### src/rtl/iob_reg_rr_arb_pkg.sv
// Shared types and helpers for the round-robin register arbiter.
package iob_reg_rr_arb_pkg;

    typedef enum logic {
        IDLE  = 1'b0,
        OWNED = 1'b1
    } state_e;

    // Index width for an N-entry requester vector, never narrower than 1 bit.
    function automatic int unsigned idx_w(input int unsigned n);
        return (n > 1) ? $clog2(n) : 1;
    endfunction

endpackage

### src/rtl/iob_reg_rr_arb_if.sv
// Requester-side bus of the round-robin register arbiter.
interface iob_reg_rr_arb_if #(
    parameter int N_REQ  = 4,
    parameter int DATA_W = 32
) ();
    import iob_reg_rr_arb_pkg::*;

    localparam int IDX_W = idx_w(N_REQ);

    logic [N_REQ-1:0]        req_valid_i;
    logic [N_REQ-1:0]        req_lock_i;
    logic [N_REQ*DATA_W-1:0] req_data_i;
    logic [N_REQ-1:0]        req_ready_o;
    logic [IDX_W-1:0]        grant_idx_o;
    logic                    busy_o;
    logic [DATA_W-1:0]       data_o;
    logic                    update_o;

    modport master (
        output req_valid_i, req_lock_i, req_data_i,
        input  req_ready_o, grant_idx_o, busy_o, data_o, update_o
    );

    modport slave (
        input  req_valid_i, req_lock_i, req_data_i,
        output req_ready_o, grant_idx_o, busy_o, data_o, update_o
    );

endinterface

### src/rtl/iob_reg_r.sv
// Plain register with async reset, clock enable and synchronous clear.
module iob_reg_r #(
    parameter int                DATA_W  = 1,
    parameter logic [DATA_W-1:0] RST_VAL = '0
) (
    input  logic              clk_i,
    input  logic              arst_i,
    input  logic              cke_i,
    input  logic              rst_i,
    input  logic [DATA_W-1:0] data_i,
    output logic [DATA_W-1:0] data_o
);
    logic [DATA_W-1:0] data_d;
    logic [DATA_W-1:0] data_q;

    // Synchronous clear wins over the incoming value.
    always_comb begin
        data_d = rst_i ? RST_VAL : data_i;
    end

    // Storage, frozen while the clock enable is low.
    always_ff @(posedge clk_i or posedge arst_i) begin
        if (arst_i) begin
            data_q <= RST_VAL;
        end else if (cke_i) begin
            data_q <= data_d;
        end
    end

    assign data_o = data_q;

endmodule

### src/rtl/iob_reg_rr_arb_pick.sv
// Rotating-priority picker: first valid index at or after ptr_i, wrapping.
module iob_reg_rr_arb_pick
    import iob_reg_rr_arb_pkg::*;
#(
    parameter int N_REQ = 4,
    localparam int IDX_W = idx_w(N_REQ)
) (
    input  logic [N_REQ-1:0] valid_i,
    input  logic [IDX_W-1:0] ptr_i,
    output logic             found_o,
    output logic [IDX_W-1:0] idx_o
);
    // Scan N_REQ positions starting at the pointer; the first hit wins.
    always_comb begin
        int unsigned k;
        logic        hit;
        logic [IDX_W-1:0] sel;
        k   = 0;
        hit = 1'b0;
        sel = '0;
        for (int unsigned i = 0; i < N_REQ; i++) begin
            k = (32'(ptr_i) + i) % N_REQ;
            if (!hit && valid_i[IDX_W'(k)]) begin
                hit = 1'b1;
                sel = IDX_W'(k);
            end
        end
        found_o = hit;
        idx_o   = sel;
    end

endmodule

### src/rtl/iob_reg_rr_arb.sv
// Round-robin write arbiter sharing one holding register between N_REQ
// requesters, with locked multi-cycle ownership.
// Optional: define IOB_REG_RR_ARB_TIMEOUT_EN to force-release a locked owner
// after TIMEOUT idle owned cycles.
module iob_reg_rr_arb
    import iob_reg_rr_arb_pkg::*;
#(
    parameter int                N_REQ   = 4,
    parameter int                DATA_W  = 32,
    parameter logic [DATA_W-1:0] RST_VAL = '0,
    parameter int                TIMEOUT = 16
) (
    input  logic             clk_i,
    input  logic             arst_n_i,
    input  logic             cke_i,
    input  logic             rst_i,
    iob_reg_rr_arb_if.slave  bus
);
    localparam int IDX_W = idx_w(N_REQ);

    if (N_REQ < 2 || TIMEOUT < 1) begin : g_cfg_check
        $error("iob_reg_rr_arb: N_REQ must be >= 2 and TIMEOUT >= 1");
    end

    state_e           state_q, state_d;
    logic [IDX_W-1:0] ptr_q, ptr_d;
    logic [IDX_W-1:0] grant_q, grant_d;
    logic             update_q, update_d;

    logic             pick_found;
    logic [IDX_W-1:0] pick_idx;
    logic [IDX_W-1:0] ptr_next;
    logic             transfer;
    logic [N_REQ-1:0] ready;
    logic [DATA_W-1:0] data_in;
    logic [DATA_W-1:0] data_cur;
    logic             arst;

`ifdef IOB_REG_RR_ARB_TIMEOUT_EN
    localparam int CNT_W = $clog2(TIMEOUT + 1);
    logic [CNT_W-1:0] cnt_q, cnt_d;
`endif

    iob_reg_rr_arb_pick #(
        .N_REQ (N_REQ)
    ) u_pick (
        .valid_i (bus.req_valid_i),
        .ptr_i   (ptr_q),
        .found_o (pick_found),
        .idx_o   (pick_idx)
    );

    assign ptr_next = (grant_q == IDX_W'(N_REQ - 1)) ? '0 : grant_q + 1'b1;
    assign transfer = (state_q == OWNED) && bus.req_valid_i[grant_q] && cke_i;
    assign data_in  = transfer ? bus.req_data_i[grant_q*DATA_W +: DATA_W] : data_cur;
    assign arst     = ~arst_n_i;

    iob_reg_r #(
        .DATA_W  (DATA_W),
        .RST_VAL (RST_VAL)
    ) u_data_reg (
        .clk_i  (clk_i),
        .arst_i (arst),
        .cke_i  (cke_i),
        .rst_i  (rst_i),
        .data_i (data_in),
        .data_o (data_cur)
    );

    // Only the current owner sees ready, and only while the clock is enabled.
    always_comb begin
        ready = '0;
        if (state_q == OWNED) begin
            ready[grant_q] = cke_i;
        end
    end

    // Next-state, pointer, grant and strobe; rst_i overrides everything.
    always_comb begin
        state_d  = state_q;
        ptr_d    = ptr_q;
        grant_d  = grant_q;
        update_d = 1'b0;
`ifdef IOB_REG_RR_ARB_TIMEOUT_EN
        cnt_d    = cnt_q;
`endif
        case (state_q)
            IDLE: begin
                if (pick_found) begin
                    grant_d = pick_idx;
                    state_d = OWNED;
`ifdef IOB_REG_RR_ARB_TIMEOUT_EN
                    cnt_d   = '0;
`endif
                end
            end
            OWNED: begin
                if (transfer) begin
                    update_d = 1'b1;
`ifdef IOB_REG_RR_ARB_TIMEOUT_EN
                    cnt_d    = '0;
`endif
                    if (!bus.req_lock_i[grant_q]) begin
                        state_d = IDLE;
                        ptr_d   = ptr_next;
                    end
                end else if (!bus.req_lock_i[grant_q]) begin
                    state_d = IDLE;
                    ptr_d   = ptr_next;
`ifdef IOB_REG_RR_ARB_TIMEOUT_EN
                end else if (cnt_q == CNT_W'(TIMEOUT - 1)) begin
                    state_d = IDLE;
                    ptr_d   = ptr_next;
                    cnt_d   = '0;
                end else begin
                    cnt_d   = cnt_q + 1'b1;
`endif
                end
            end
            default: state_d = IDLE;
        endcase
        if (rst_i) begin
            state_d  = IDLE;
            ptr_d    = '0;
            grant_d  = '0;
            update_d = 1'b0;
`ifdef IOB_REG_RR_ARB_TIMEOUT_EN
            cnt_d    = '0;
`endif
        end
    end

    // Control state registers, frozen while the clock enable is low.
    always_ff @(posedge clk_i or negedge arst_n_i) begin
        if (!arst_n_i) begin
            state_q  <= IDLE;
            ptr_q    <= '0;
            grant_q  <= '0;
            update_q <= 1'b0;
`ifdef IOB_REG_RR_ARB_TIMEOUT_EN
            cnt_q    <= '0;
`endif
        end else if (cke_i) begin
            state_q  <= state_d;
            ptr_q    <= ptr_d;
            grant_q  <= grant_d;
            update_q <= update_d;
`ifdef IOB_REG_RR_ARB_TIMEOUT_EN
            cnt_q    <= cnt_d;
`endif
        end
    end

    assign bus.req_ready_o = ready;
    assign bus.grant_idx_o = grant_q;
    assign bus.busy_o      = (state_q == OWNED);
    assign bus.data_o      = data_cur;
    assign bus.update_o    = update_q;

endmodule

### src/flat_wrapper.sv
// flat-port wrapper written by rule: the top's interface ports become plain ports
module iob_reg_rr_arb_flat import iob_reg_rr_arb_pkg::*;
#(
    parameter int                N_REQ   = 4,
    parameter int                DATA_W  = 32,
    parameter logic [DATA_W-1:0] RST_VAL = '0,
    parameter int                TIMEOUT = 16
)
  (clk_i, arst_n_i, cke_i, rst_i, bus_req_valid_i, bus_req_lock_i, bus_req_data_i, bus_req_ready_o, bus_grant_idx_o, bus_busy_o, bus_data_o, bus_update_o);
  iob_reg_rr_arb_if #(.N_REQ(N_REQ), .DATA_W(DATA_W)) bus_i ();
  input  logic clk_i;
  input  logic arst_n_i;
  input  logic cke_i;
  input  logic rst_i;
  input wire logic [$bits(bus_i.req_valid_i)-1:0] bus_req_valid_i;
  input wire logic [$bits(bus_i.req_lock_i)-1:0] bus_req_lock_i;
  input wire logic [$bits(bus_i.req_data_i)-1:0] bus_req_data_i;
  output wire logic [$bits(bus_i.req_ready_o)-1:0] bus_req_ready_o;
  output wire logic [$bits(bus_i.grant_idx_o)-1:0] bus_grant_idx_o;
  output wire logic [$bits(bus_i.busy_o)-1:0] bus_busy_o;
  output wire logic [$bits(bus_i.data_o)-1:0] bus_data_o;
  output wire logic [$bits(bus_i.update_o)-1:0] bus_update_o;
  assign bus_i.req_valid_i = bus_req_valid_i;
  assign bus_i.req_lock_i = bus_req_lock_i;
  assign bus_i.req_data_i = bus_req_data_i;
  assign bus_req_ready_o = bus_i.req_ready_o;
  assign bus_grant_idx_o = bus_i.grant_idx_o;
  assign bus_busy_o = bus_i.busy_o;
  assign bus_data_o = bus_i.data_o;
  assign bus_update_o = bus_i.update_o;
  iob_reg_rr_arb #(.N_REQ(N_REQ), .DATA_W(DATA_W), .RST_VAL(RST_VAL), .TIMEOUT(TIMEOUT)) u_core (.clk_i(clk_i), .arst_n_i(arst_n_i), .cke_i(cke_i), .rst_i(rst_i), .bus(bus_i));
endmodule
### config.mk
export PLATFORM = sky130hd
export DESIGN_NAME = iob_reg_rr_arb_flat
export DESIGN_NICKNAME = d
export VERILOG_FILES = /design/src/rtl/iob_reg_rr_arb_pkg.sv /design/src/rtl/iob_reg_rr_arb_if.sv /design/src/rtl/iob_reg_r.sv /design/src/rtl/iob_reg_rr_arb_pick.sv /design/src/rtl/iob_reg_rr_arb.sv /design/src/flat_wrapper.sv
export SDC_FILE = /design/constraint.sdc
export NUM_CORES = 1
export LEC_CHECK = 0
export CORE_MARGIN = 2
export CORE_UTILIZATION = 31
export DETAILED_ROUTE_END_ITERATION = 12
export GPL_TIMING_DRIVEN = 0
export PLACE_DENSITY = 0.79
export REMOVE_ABC_BUFFERS = 1
export SLEW_MARGIN = 20
export SYNTH_ARGS = -nofsm -noshare
export SYNTH_HDL_FRONTEND = slang
export SYNTH_SLANG_ARGS = --single-unit
### constraint.sdc
create_clock -name clk_i -period 1.75 [get_ports clk_i]
set_input_delay 0.35 -clock clk_i [delete_from_list [all_inputs] [get_ports clk_i]]
set_output_delay 0.35 -clock clk_i [all_outputs]
set_load 0.1 [all_outputs]
---- Word level (Yosys, flattened, before mapping) ----
Cells that the tools add are included.
Widths: inputs -> output; s select.
operators by class
  order comparisons ....................... 6
  equality and inequality tests ........... 3
  add/subtract/negate cells ............... 4
  reduce and logical (&&, ||, !) cells .... 15
  bitwise logic cells ..................... 2
  mux-type cells .......................... 39
  shift operators ......................... 1
operator list
  cell                 number
  $shiftx 128x8->32    1
  $mux 32              2
  $mux 2               11
  $mux 1               17
  $lt 2x3->1 const B   5
  $bmux 1 s2           6
  $logic_and 1x1->1    6
  $reduce_and 3->1     2
  $reduce_bool 2->1    3
  $add 2x1->2 const B  2
  $add 2x2->2 const B  2
  $and 4x4->4          1
  $mux 4               1
  $ne 2x2->1 const B   2
  $logic_not 1->1      3
  $demux 1 s2          1
  $eq 2x2->1 const B   1
  $ge 2x1->1 const B   1
  $pmux 1 s2           1
  $reduce_and 2->1     1
  $not 1->1            1
word-level totals
  register bits ........................... 38
  word-level logic and storage cells ...... 75
  output and inout port bits .............. 40

---- Logic depth before layout (Yosys ltp) ----
Gate-level depths: netlist of the first run.
  depth in word-level cells ............... 15
  mapped depth ............................ 6
  gate-level depth less buffers ........... 4

---- Cells and area by module ----
From an unflattened synthesis of the first run, not the netlist that was laid out.
unflattened totals
  cell total of the unflattened synthesis .. 210
  area total of the unflattened synthesis .. 3064.2 sq um
by module, submodules not included
  module               cells each  area an instance (sq um)  instances  seq. area each (sq um)
  iob_reg_rr_arb       121         1774.2                    1          150.1
  iob_reg_r            74          1212.4                    1          800.8
  iob_reg_rr_arb_pick  15          77.6                      1          0.0

---- Worst setup path after synthesis of the first run ----
OpenSTA, ideal clock, no wires.
  path type ............................... reg-to-output
  start point ............................. reg u_core.grant_q[0], in the netlist u_core.bus.grant_idx_o[0]
  end point ............................... out bus_req_ready_o[2]
  required time ........................... 1.400 ns
  cell stages (with the launch flop) ...... 6
  slack ................................... -1.124 ns
  arrival ................................. 2.524 ns
  path through ............................ dfrtp_1 > buf_6 > dlygate4sd1_1 > inv_1 > ha_1 > and3_1
between the ends
  cells in the longest elaborated chain, start to end .. 6
ends and longest elaborated chain
  item                                                                   line                   RTL
  from (decl)                                                            iob_reg_rr_arb.sv:27   logic [IDX_W-1:0] grant_q, grant_d;
  from (signal assigned)                                                 iob_reg_rr_arb.sv:146  grant_q <= grant_d;
  $lt 2x3->1 (not written as such) / $ge 2x1->1 (equally long branches)  iob_reg_rr_arb.sv:74   ready[grant_q] = cke_i;
  $logic_and 1x1->1 (not written as such)                                iob_reg_rr_arb.sv:74
  $mux 1 (not written as such)                                           iob_reg_rr_arb.sv:74
  $demux 1 s2 *                                                          -
  $and 4x4->4 (no source line) *                                         -
  $mux 4 *                                                               iob_reg_rr_arb.sv:73   if (state_q == OWNED) begin
  to (decl)                                                              flat_wrapper.sv:18     output wire logic [$bits(bus_i.req_ready_o)-1:0] bus_req_ready_o;
Every way passes the cells marked *; elsewhere a longest branch is shown, timed or not.

---- Worst setup path after layout of the first run ----
  start point ............................. reg u_core.grant_q[0], in the netlist u_core.bus.grant_idx_o[0]
  end point ............................... reg u_core.u_data_reg.data_q[29], in the netlist u_core.u_data_reg.data_o[29]
between the ends
  cells in the longest elaborated chain, start to end .. 6
ends and longest elaborated chain
  item                                                       line             RTL
  branches (longest 6 deep; another with $shiftx 128x8->32)  -
  to (signal assigned)                                       iob_reg_r.sv:26  data_q <= data_d;
  to (decl)                                                  iob_reg_r.sv:14  logic [DATA_W-1:0] data_q;
Parallel ways; which one is timed is not known. The select of a mux whose other input is x is not followed.
A chain may end at the register's enable or synchronous reset.

==> metrics.md, run 1 <==
| Metric | Value |
|---|---|
| Max-slew violation count | 0 |
| Pleak | ~0.0019 uW |
| Area fraction of the dominant cell type after synthesis | around two fifths |
| Clk pin slew, worst setup/hold paths | 80 ps |
| Startpoint Class | flop |
| Cts bufs inserted | 5 |
| Initial core utilization | 31.9% |
| CP top delay family | multiplexers |
| Die H | 92.9 microns |
| Commonest cells after routing, fill and taps aside | clkdlybuf4s50_1 (133), dfrtp_1 (36), clkdlybuf4s15_2 (34) |
| Port bufs | roughly 180 |
| Final Setup Violations | 38 |
| Post-route minimum period | 1860 ps |
| Die area | 0.00863 sq mm |
| Post-synthesis register bit count | 38 |
| Layout cell share with drive strength beyond 1 | 31.5% |
| Vias in the first global route | 2,630 |
| Placed cells | 431 |
| Synth area leaders | dfrtp_1 (39%), mux4_2 (23%), a22o_1 (12%) |
| CP bufs+invs | 1 |
| Clock tree root buffer cell | clkbuf_8 |
| Largest net degree at the start of global routing | 23 |
| Maximum clock insertion buffer count | 2 |
| Min-delay worst type | input pin to async pin |
| Avg Synthesized Cell Area | between 10 and 15 sq um |
| Leading area contributor after synthesis | dfrtp_1 |
| Die width | about 93 microns |
| Sequential area share after synthesis | 38.8% |
| Antenna cells | 0 |
| GPL Wtd Cong | 0.789 |
| Routed Antenna Nets | 0 |
| CTS tree | built |
| Req. time, crit path | between 1500 and 2000 ps |
| Worst-path fanout max | 15 |
| Vias per cell | 5.22 |
| Fin Clk Skew | 5.42 ps |
| RSZ-0062 raised after global routing | yes |
| Mapped Cells | roughly 170 |
| Headroom to the max-slew limit | 55.5% |
| Warning count from the yosys run | 0 |
| Setup CP Type | flop to flop |
| Worst path cell trace | mux4_2 > nand3_4 > a21boi_4 > buf_12 > a22o_1 |
| Area grow syn2layout | 95.6% |
| All-Layer GR Usage | 20.7% |
| Pwr dens | 870 mW/mm^2 |
| Final std cells w/o fill | approximately 460 |
| Total Neg Setup Slack | -2740 ps |
| Status | finished, violations left |
| Violated checks | hold timing, setup timing |
| Final period util | 106% |
| Hold_ws | -7.49 ps |
| Global-route wire length before repair | 13,500 microns |
| First DRT Iteration DRCs | 50 |
| Detailed Route WL | 8770 microns |
| Peak supply drop | 0.000526 V |
| # IOs | 180 |
| Synth Cell Area | between 0.002 and 0.0025 sq mm |
| Worst setup margin | -110 ps |
| Routed len/inst | approximately 19 microns |
| Synth cell types | 28 |
| Nets@finish | 502 |
| Core ar. | 0.00769 sq mm |
| Total number of vias | 2,406 |
| CP Capture Type | flop |
| # DRC | 0 |
| Tot Pwr | 4170 uW |
| Site Rows | 32 |
| H-tree depth | 2 |
| Max stage delay on crit path | 550 ps |
| # Max-Cap Violations | 0 |
| Fill cells | 595 |
| Most common cell after layout, fill and taps aside | clkdlybuf4s50_1 |
| Post-DP HPWL | 5870 microns |
| Slowest CP cell | mux4_2 |
| CTS Sinks | 38 |
| Worst Path Arrival | 2080 ps |
| Initial antenna violation count | 0 |
| Measured slew at the worst slew-check pin | 666 ps |
| Clk_lat worst skew | ~280 ps |
| Drt first pass iters | 4 |
| CTS Hold Buffers Added | 0 |
| Final hold vios | 7 |
| GR Overflow Total | 0 |
| Fmax | 0.538 GHz |
cell usage after synthesis:
master / n
a21oi_1: 3
mux4_1: 9
nor2_1: 3
o21ai_0: 1
nand2_1: 2
dfrtp_1: 38
and3_1: 4
o21ai_1: 3
nand3_2: 1
nor4b_1: 1
ha_1: 4
nor2_2: 1
a22o_1: 33
inv_1: 7
dlymetal6s2s_1: 2
dlygate4sd1_1: 1
nor4_1: 1
mux4_2: 25
clkbuf_1: 7
o22ai_1: 4
nor2b_1: 1
o2bb2ai_1: 2
buf_6: 4
a21o_1: 1
a21boi_4: 1
buf_2: 2
buf_1: 1
mux2i_1: 3
kinds of logic after synthesis:
family	synth area share, %
buffers and inverters	5.92
and+or+nand+nor	3.32
DFF	38.8
AOI/OAI and AO/OA	16.0
muxes	33.9
adders and majority gates	2.04
registers in the layout, indices dropped and copies added (netlist names):
name                      flops
u_core.bus.update_o           1
u_core.bus.grant_idx_o        2
u_core.bus.busy_o             1
u_core.ptr_q                  2
u_core.u_data_reg.data_o     32
worst paths after layout:
path	slack, ps	cells past startpoint	startpoint	endpoint
worst max-delay path	-110	5	u_core.bus.grant_idx_o[0]$_DFFE_PN0P_	u_core.u_data_reg.data_o[29]$_DFFE_PN0P_
worst min-delay path	-7	1	arst_n_i	u_core.u_data_reg.data_o[11]$_DFFE_PN0P_
worst max register to register	-110	5	u_core.bus.grant_idx_o[0]$_DFFE_PN0P_	u_core.u_data_reg.data_o[29]$_DFFE_PN0P_
worst min register to register	510	1	u_core.u_data_reg.data_o[28]$_DFFE_PN0P_	u_core.u_data_reg.data_o[28]$_DFFE_PN0P_
max in group asynchronous	1280	2	arst_n_i	u_core.bus.grant_idx_o[0]$_DFFE_PN0P_
min in group clk_i	510	1	u_core.u_data_reg.data_o[28]$_DFFE_PN0P_	u_core.u_data_reg.data_o[28]$_DFFE_PN0P_
routing by layer:
metal	track usage (%)	wire (microns)	up-vias
met5	0	0	-
met4	5.51	137	0
met3	6.10	765	12
met2	38.2	4670	124
met1	23.0	3190	1192
li1	-	-	1078
repair_timing:
item / 4_1_cts / 5_1_grt
setup buffers: 20 / 0
endpoints found under the setup margin: 76 / 42
cloned: 2 / 0
resized for setup: 173 / 6
pin swaps: 9 / 2
power by group:
group / internal [uW] / total (uW) / switching (uW)
sequential: 1010 / 1130 / 127
combinational: 1030 / 2420 / 1380
clock: 318 / 616 / 298
stage by stage:
step	area [sq um]	util, %	worst slack, ps
finish	4790	62.3	-110
global route	4790	62.3	-168
CTS	4780	62.2	-84.3
detailed placement	4310	56.1	-1090
global placement	4250	55.3	-2210
floorplan	2330	-	-1930
layout make-up:
class,count,area (sq um),share of cell area [%]
clock buffer,7,86.3,1.80
inverter,7,33.8,0.705
multi-input combinational,105,1460,30.5
timing repair buffer,201,2120,44.2
tap,102,128,2.66
sequential,38,958,20.0
clock inverter,1,5.00,0.104
No activity file was read; power rests on OpenSTA's default activity.
==> run 2, diff against run 1 <==
--- a/config.mk
+++ b/config.mk
@@ -6,12 +6,13 @@
 export NUM_CORES = 1
 export LEC_CHECK = 0
 export CORE_MARGIN = 2
-export CORE_UTILIZATION = 31
+export CORE_UTILIZATION = 35
 export DETAILED_ROUTE_END_ITERATION = 12
 export GPL_TIMING_DRIVEN = 0
-export PLACE_DENSITY = 0.79
+export PLACE_DENSITY = 0.8
 export REMOVE_ABC_BUFFERS = 1
 export SLEW_MARGIN = 20
 export SYNTH_ARGS = -nofsm -noshare
 export SYNTH_HDL_FRONTEND = slang
+export SYNTH_HIERARCHICAL = 1
 export SYNTH_SLANG_ARGS = --single-unit
==> run 2 against run 1 <==
The run ends with setup timing left; first-iteration DRC count grew 52%; critical endpoint is now u_core/u_data_reg/data_o[28]$_DFFE_PP0P_; critical path type unchanged; sequential power is essentially flat; synthesized area grew 25%.
==> metrics.md, run 2 <==
| Metric | Value |
|---|---|
| Status | finished, violations left |
| Violated checks | setup timing |
| Synth cell types | 39 |
| Post-Synth Adder-Cell Area | 1.63% |
| Worst Setup SP | u_core/bus.grant_idx_o[0]$_DFFE_PN0P_ |
| # Max-Cap Violations | 0 |
| Post-route minimum period | between 2000 and 2500 ps |
| Final Setup Violations | 39 |
| Fmax | 0.496 GHz |
| Number of synthesized flops with an enable pin | 0 |
| Maximum clock insertion buffer count | 2 |
| Detailed Route WL | 10,600 microns |
| Final period util | 115% |
| Area fraction of the dominant cell type after synthesis | approximately 31% |
| Clock tree root buffer cell | clkbuf_8 |
| Die area | ~0.0095 sq mm |
| GPL Wtd Cong | 0.815 |
| Psw | 1900 uW |
| Pwr dens | 833 mW/mm^2 |
| Pleak | 0.00236 uW |
| Mux contribution to synthesized area | between 40% and 50% |
| Die H | 97.6 microns |
| Warning count from the yosys run | 6 |
| Area grow syn2layout | 83.0% |
| Max-slew violation count | 0 |
| Utilization after layout | 65.3% |
| Vias per cell | 5.32 |
| Worst setup margin | -266 ps |
| Initial core utilization | between 30 and 40% |
| GR Overflow Total | 0 |
| Final hold vios | 0 |
| Req. time, crit path | 1930 ps |
| Peak supply drop | 0.000643 V |
| Fill cells | 659 |
| Measured slew at the worst slew-check pin | around 920 ps |
| Post-Synth XOR/XNOR Area | 0% |
| Worst Path Arrival | 2200 ps |
| Simple-gate share of the synthesized area | between 4 and 5% |
| Vias in the first global route | 3,093 |
| Min-delay worst type | input pin to async pin |
| CTS Sinks | 38 |
| Antenna cells | 0 |
| Part of the power in registers | about a quarter |
| Int Pwr | ~2800 uW |
| Nets@finish | 552 |
| Routed Antenna Nets | 0 |
| Switching portion of total power | about two fifths |
| Commonest cells after routing, fill and taps aside | clkdlybuf4s50_1 (134), dfrtp_1 (35), mux2_4 (34) |
| All-Layer GR Usage | 21.7% |
| Hold_ws | 303 ps |
| Post-DP HPWL | around 6700 microns |
| Post-synthesis register bit count | 38 |
| Port bufs | ~180 |
| Multi-input logic area | 0.00203 sq mm |
| Register area | ~960 sq um |
| Max FFs per register | 32 |
| Core ar. | between 0.008 and 0.009 sq mm |
| Initial antenna violation count | 0 |
| Sequential area share after synthesis | a little under a third |
| Total number of vias | 2,752 |
| CTS tree | built |
| Post-place setup slack | -1170 ps |
| Largest family of logic cells by synthesized area | multiplexers |
| Drt first pass iters | 4 |
| Avg Synthesized Cell Area | 14.6 sq um |
| Cts bufs inserted | 5 |
| Die width | between 90 and 100 microns |
| Synth Area in Compound Gates | 14.3% |
| # DRC | 0 |
| Mapped Cells | 210 |
| CP Capture Type | flop |
| Most common cell after layout, fill and taps aside | clkdlybuf4s50_1 |
| Fin Clk Skew | ~6.5 ps |
| Site Rows | 34 |
| Synth Flop Type | dfrtp_1 |
| Top-count cell post-synth | dfrtp_1 |
| Headroom to the max-slew limit | 38.3% |
| Clk_lat worst skew | about 290 ps |
| Largest net degree at the start of global routing | 33 |
| Synth area leaders | dfrtp_1 (31%), mux4_2 (24%), mux2_4 (14%) |
| Clk pin slew, worst setup/hold paths | 80 ps |
| Synth Cell Area | approximately 0.0031 sq mm |
| Routed len/inst | 20.6 microns |
| Async set or reset register ratio after synthesis | 100% |
| Layout cell share with drive strength beyond 1 | between 40% and 50% |
| Comb power frac | 62.5% |
| RSZ-0062 raised after global routing | yes |
| First DRT Iteration DRCs | 76 |
| H-tree depth | 2 |
| Synth cell count leaders | dfrtp_1 (38), mux4_2 (33), mux2_4 (29) |
| # IOs | 180 |
| Startpoint Class | flop |
| Worst-path fanout max | 7 |
| Global-route wire length before repair | between 15,000 and 20,000 microns |
| Critical R2R Launch | u_core/bus.grant_idx_o[0]$_DFFE_PN0P_ |
| Leading area contributor after synthesis | dfrtp_1 |
| Setup CP Type | flop to flop |
| Power share of the clock group | 13.7% |
==> run 2: layout make-up <==
cell class / count / area share (%)
Tap cell: 108 / 2.41
Multi-Input combinational cell: 141 / 36.1
Timing Repair Buffer: 208 / 41.4
Clock buffer: 6 / 1.47
Sequential cell: 38 / 17.1
Clock inverter: 2 / 0.223
Timing Repair inverter: 1 / 0.134
Inverter: 13 / 1.09
==> run 2: cell families (layout without fill, tap and decap cells) <==
| kind of cell | Yosys count | after routing |
|---|---|---|
| muxes | 68 | 68 |
| AOI/OAI and AO/OA | 49 | 49 |
| DFF | 38 | 38 |
| buffers and inverters | 32 | 230 |
| and+or+nand+nor | 19 | 20 |
| adders and majority gates | 4 | 4 |
==> run 2: per-layer routing <==
layer	vias to the layer above	share of wire (%)	track usage [%]
li1	1251	-	-
met2	104	54	40.6
met5	-	0	0
met4	0	0.58	2.99
met1	1391	40	25.3
met3	6	5.9	6.12
==> run 2: metrics by stage <==
| step | total power (uW) | TNS [ps] | instance area [sq um] | std cells |
|---|---|---|---|---|
| 6_report | 4670 | -8850 | 5610 | 517 |
| 5_1_grt | 4870 | -10490 | 5610 | 517 |
| 4_1_cts | 4570 | -9770 | 5430 | 513 |
| 3_5_place_dp | 3470 | -45470 | 4810 | 479 |
| 3_3_place_gp | 3430 | -106460 | 4790 | 478 |
| 2_1_floorplan | 2770 | -86150 | 2860 | 191 |
==> run 2: path summary, 6_finish.rpt <==
path / end / slack [ps] / cells after the start
min in group clk_i: u_core/u_data_reg/data_o[30]$_DFFE_PP0P_ / 530 / 1
max in group asynchronous: u_core/u_data_reg/data_o[13]$_DFFE_PP0P_ / 480 / 3
min reg2reg: u_core/u_data_reg/data_o[30]$_DFFE_PP0P_ / 530 / 1
max: u_core/u_data_reg/data_o[28]$_DFFE_PP0P_ / -270 / 6
max reg2reg: u_core/u_data_reg/data_o[28]$_DFFE_PP0P_ / -270 / 6
min: u_core/ptr_q[0]$_DFFE_PN0P_ / 300 / 1
==> run 2: critical path, stage by stage, from the launching register on <==
cell	delay, ps
dfrtp_4	430
mux4_2	530
buf_6	150
nand3_4	140
buf_12	150
mux2_4	300
a22o_4	210
==> run 2: repair_timing <==
item,in CTS,in global routing
pin swaps,2,9
gates cloned,6,2
resized for setup,171,32
buffers inserted,20,3
setup endpoints to repair,76,40
hold buffers,0,0
==> run 2: power groups by stage <==
stage	sequential, uW	clock (uW)	combinational (uW)
2_1_floorplan	1830	0	938
3_3_place_gp	1260	0	2170
3_5_place_dp	1240	0	2240
4_1_cts	1100	655	2810
5_1_grt	1130	697	3050
6_report	1110	639	2920
==> run 3, diff against run 2 <==
--- a/config.mk
+++ b/config.mk
@@ -8,7 +8,7 @@
 export CORE_MARGIN = 2
 export CORE_UTILIZATION = 35
 export DETAILED_ROUTE_END_ITERATION = 12
-export GPL_TIMING_DRIVEN = 0
+export GPL_TIMING_DRIVEN = 1
 export PLACE_DENSITY = 0.8
 export REMOVE_ABC_BUFFERS = 1
 export SLEW_MARGIN = 20
==> run 3 against run 2 <==
Count of clock-buffer cells in the layout did not move; worst hold slack improved by 70 ps; the flow still finishes with violations (setup timing); clock skew fell by 3.6 ps; routed wire length fell by 0.52%; sequential power barely moved; sequential share of layout area fell by 1.4 points.
==> metrics.md, run 3 (same netlist as run 2, synthesis figures left out) <==
| Metric | Value |
|---|---|
| Detailed Route WL | 10,600 microns |
| Comb power frac | about three fifths |
| Largest net degree at the start of global routing | 33 |
| Routed Antenna Nets | 0 |
| Total number of vias | 2,792 |
| Initial antenna violation count | 0 |
| Pleak | between 0.002 and 0.003 uW |
| RSZ-0062 raised after global routing | yes |
| # IOs | 180 |
| CTS Hold Buffers Added | 0 |
| Critical R2R Launch | u_core/bus.grant_idx_o[0]$_DFFE_PN0P_ |
| Switching portion of total power | around 37% |
| Final period util | 112% |
| Worst path cell trace | mux4_2 > nand3_4 > clkbuf_16 > mux2_4 > a22o_2 |
| # DRC | 0 |
| Int Pwr | 3240 uW |
| CP bufs+invs | 1 |
| # Max-Cap Violations | 0 |
| Violated checks | setup timing |
| Most common cell after layout, fill and taps aside | clkdlybuf4s50_1 |
| Flop2flop setup slack | -210 ps |
| FF-to-FF path depth | 5 |
| Fin Clk Skew | ~2.9 ps |
| Antenna cells | 0 |
| Max FFs per register | 32 |
| Fill cells | around 580 |
| Post-route minimum period | between 1500 and 2000 ps |
| Startpoint Class | flop |
| Req. time, crit path | 1930 ps |
| Worst setup margin | -208 ps |
| Vias per cell | 5.24 |
| Die width | ~98 microns |
| Global-route wire length before repair | 16,300 microns |
| Tot Pwr | 5180 uW |
| Routed len/inst | approximately 20 microns |
| CP top delay family | multiplexers |
| Layout cell share with drive strength beyond 1 | 48.9% |
| Post-DP HPWL | 7430 microns |
| Area after DPL | 0.00549 sq mm |
| Die H | 97.6 microns |
| First DRT Iteration DRCs | 91 |
| Initial core utilization | 35.7% |
| Max-slew violation count | 0 |
| GPL Wtd Cong | about 0.85 |
| Maximum clock insertion buffer count | 2 |
| All-Layer GR Usage | between 20% and 30% |
| Clock tree root buffer cell | clkbuf_8 |
| Clk_lat worst skew | 290 ps |
| GR Overflow Total | 0 |
| Worst-path fanout max | 9 |
| Power share of the clock group | between 10% and 20% |
| Worst Path Arrival | 2140 ps |
| Psw | 1940 uW |
| Measured slew at the worst slew-check pin | 303 ps |
| Cts bufs inserted | 5 |
| CP Capture Type | flop |
| Fmax | 0.511 GHz |
| Vias in the first global route | 3,122 |
| Part of the power in registers | 22.0% |
| R2R Path End | u_core/u_data_reg/data_o[13]$_DFFE_PP0P_ |
| Commonest cells after routing, fill and taps aside | clkdlybuf4s50_1 (134), buf_12 (48), dfrtp_1 (36) |
| Site Rows | 34 |
| Min-delay worst type | input pin to async pin |
| Final instance area | 0.00609 sq mm |
| Final hold vios | 0 |
| Pwr dens | ~850 mW/mm^2 |
| Final Setup Violations | 40 |
| Core ar. | 0.00859 sq mm |
| CTS tree | built |
| Status | finished, violations left |
| Nets@finish | ~570 |
| Peak supply drop | 0.000542 V |
| Headroom to the max-slew limit | between 70 and 80% |
| Port bufs | 179 |
| Multi-input logic area | 0.00201 sq mm |
| Register area | ~950 sq um |
| Clk pin slew, worst setup/hold paths | roughly 80 ps |
| CTS Sinks | 38 |
| Max stage delay on crit path | 550 ps |
| Setup CP Type | flop to flop |
| Area grow syn2layout | 98.7% |
| Die area | between 0.009 and 0.01 sq mm |
| Drt first pass iters | 4 |
| Slowest CP cell | mux4_2 |
| H-tree depth | 2 |
run 3: power groups by stage:
stage	clock network, uW	logic [uW]	registers (uW)
after floorplan	0	938	1830
after global placement	0	2660	1140
after detailed placement	0	2700	1150
after CTS	945	2980	1130
after global routing	989	3240	1160
final	928	3110	1140
run 3: how the worst max path moves through the flow:
stage | start | endpoint | slack (ps) | cells after the start
after floorplan | u_core/bus.grant_idx_o[0]$_DFFE_PN0P_ | u_core/u_data_reg/data_o[1]$_DFFE_PP0P_ | -2270 | 4
after global placement | bus_req_valid_i[3] | u_core/u_data_reg/data_o[3]$_DFFE_PP0P_ | -490 | 6
after detailed placement | bus_req_valid_i[3] | u_core/u_data_reg/data_o[5]$_DFFE_PP0P_ | -540 | 6
after CTS | u_core/bus.grant_idx_o[0]$_DFFE_PN0P_ | u_core/u_data_reg/data_o[3]$_DFFE_PP0P_ | -210 | 5
after global routing | u_core/bus.grant_idx_o[0]$_DFFE_PN0P_ | u_core/u_data_reg/data_o[24]$_DFFE_PP0P_ | -240 | 6
final | u_core/bus.grant_idx_o[0]$_DFFE_PN0P_ | u_core/u_data_reg/data_o[13]$_DFFE_PP0P_ | -210 | 5
run 3: cell type report:
| cell class | count | area share [%] |
|---|---|---|
| clock buffers | 6 | 1.36 |
| clock inverters | 2 | 0.987 |
| inverters | 13 | 0.884 |
| multi-input cells | 140 | 33.0 |
| flip-flops and latches | 38 | 15.7 |
| well taps | 108 | 2.22 |
| repair buffers | 226 | 45.9 |
run 3: timing repair:
action                                  CTS  global route
hold endpoints to repair                  0             0
setup buffers                            10             1
cloned                                    4             4
pin swaps                                 3             4
endpoints found under the setup margin   38            40
resized for setup                        25            21
run 3: stage by stage:
| step | setup WS [ps] | cells | util, % | setup TNS [ps] | hold WS, ps |
|---|---|---|---|---|---|
| floorplan | -2270 | 191 | - | -86150 | 54.4 |
| global placement | -493 | 508 | 63.9 | -15590 | 553 |
| detailed placement | -538 | 508 | 63.9 | -17090 | 560 |
| CTS | -207 | 530 | 68.8 | -6650 | 367 |
| global route | -245 | 533 | 70.8 | -8460 | 402 |
| finish | -208 | 533 | 70.8 | -6810 | 373 |
run 3: routing by layer:
metal	share of wire (%)	global-route usage, %	vias to the layer above
met5	0	0	-
met4	0.94	4.06	0
met3	6.4	6.12	8
met2	54	38.8	110
met1	39	25.4	1394
li1	-	-	1280
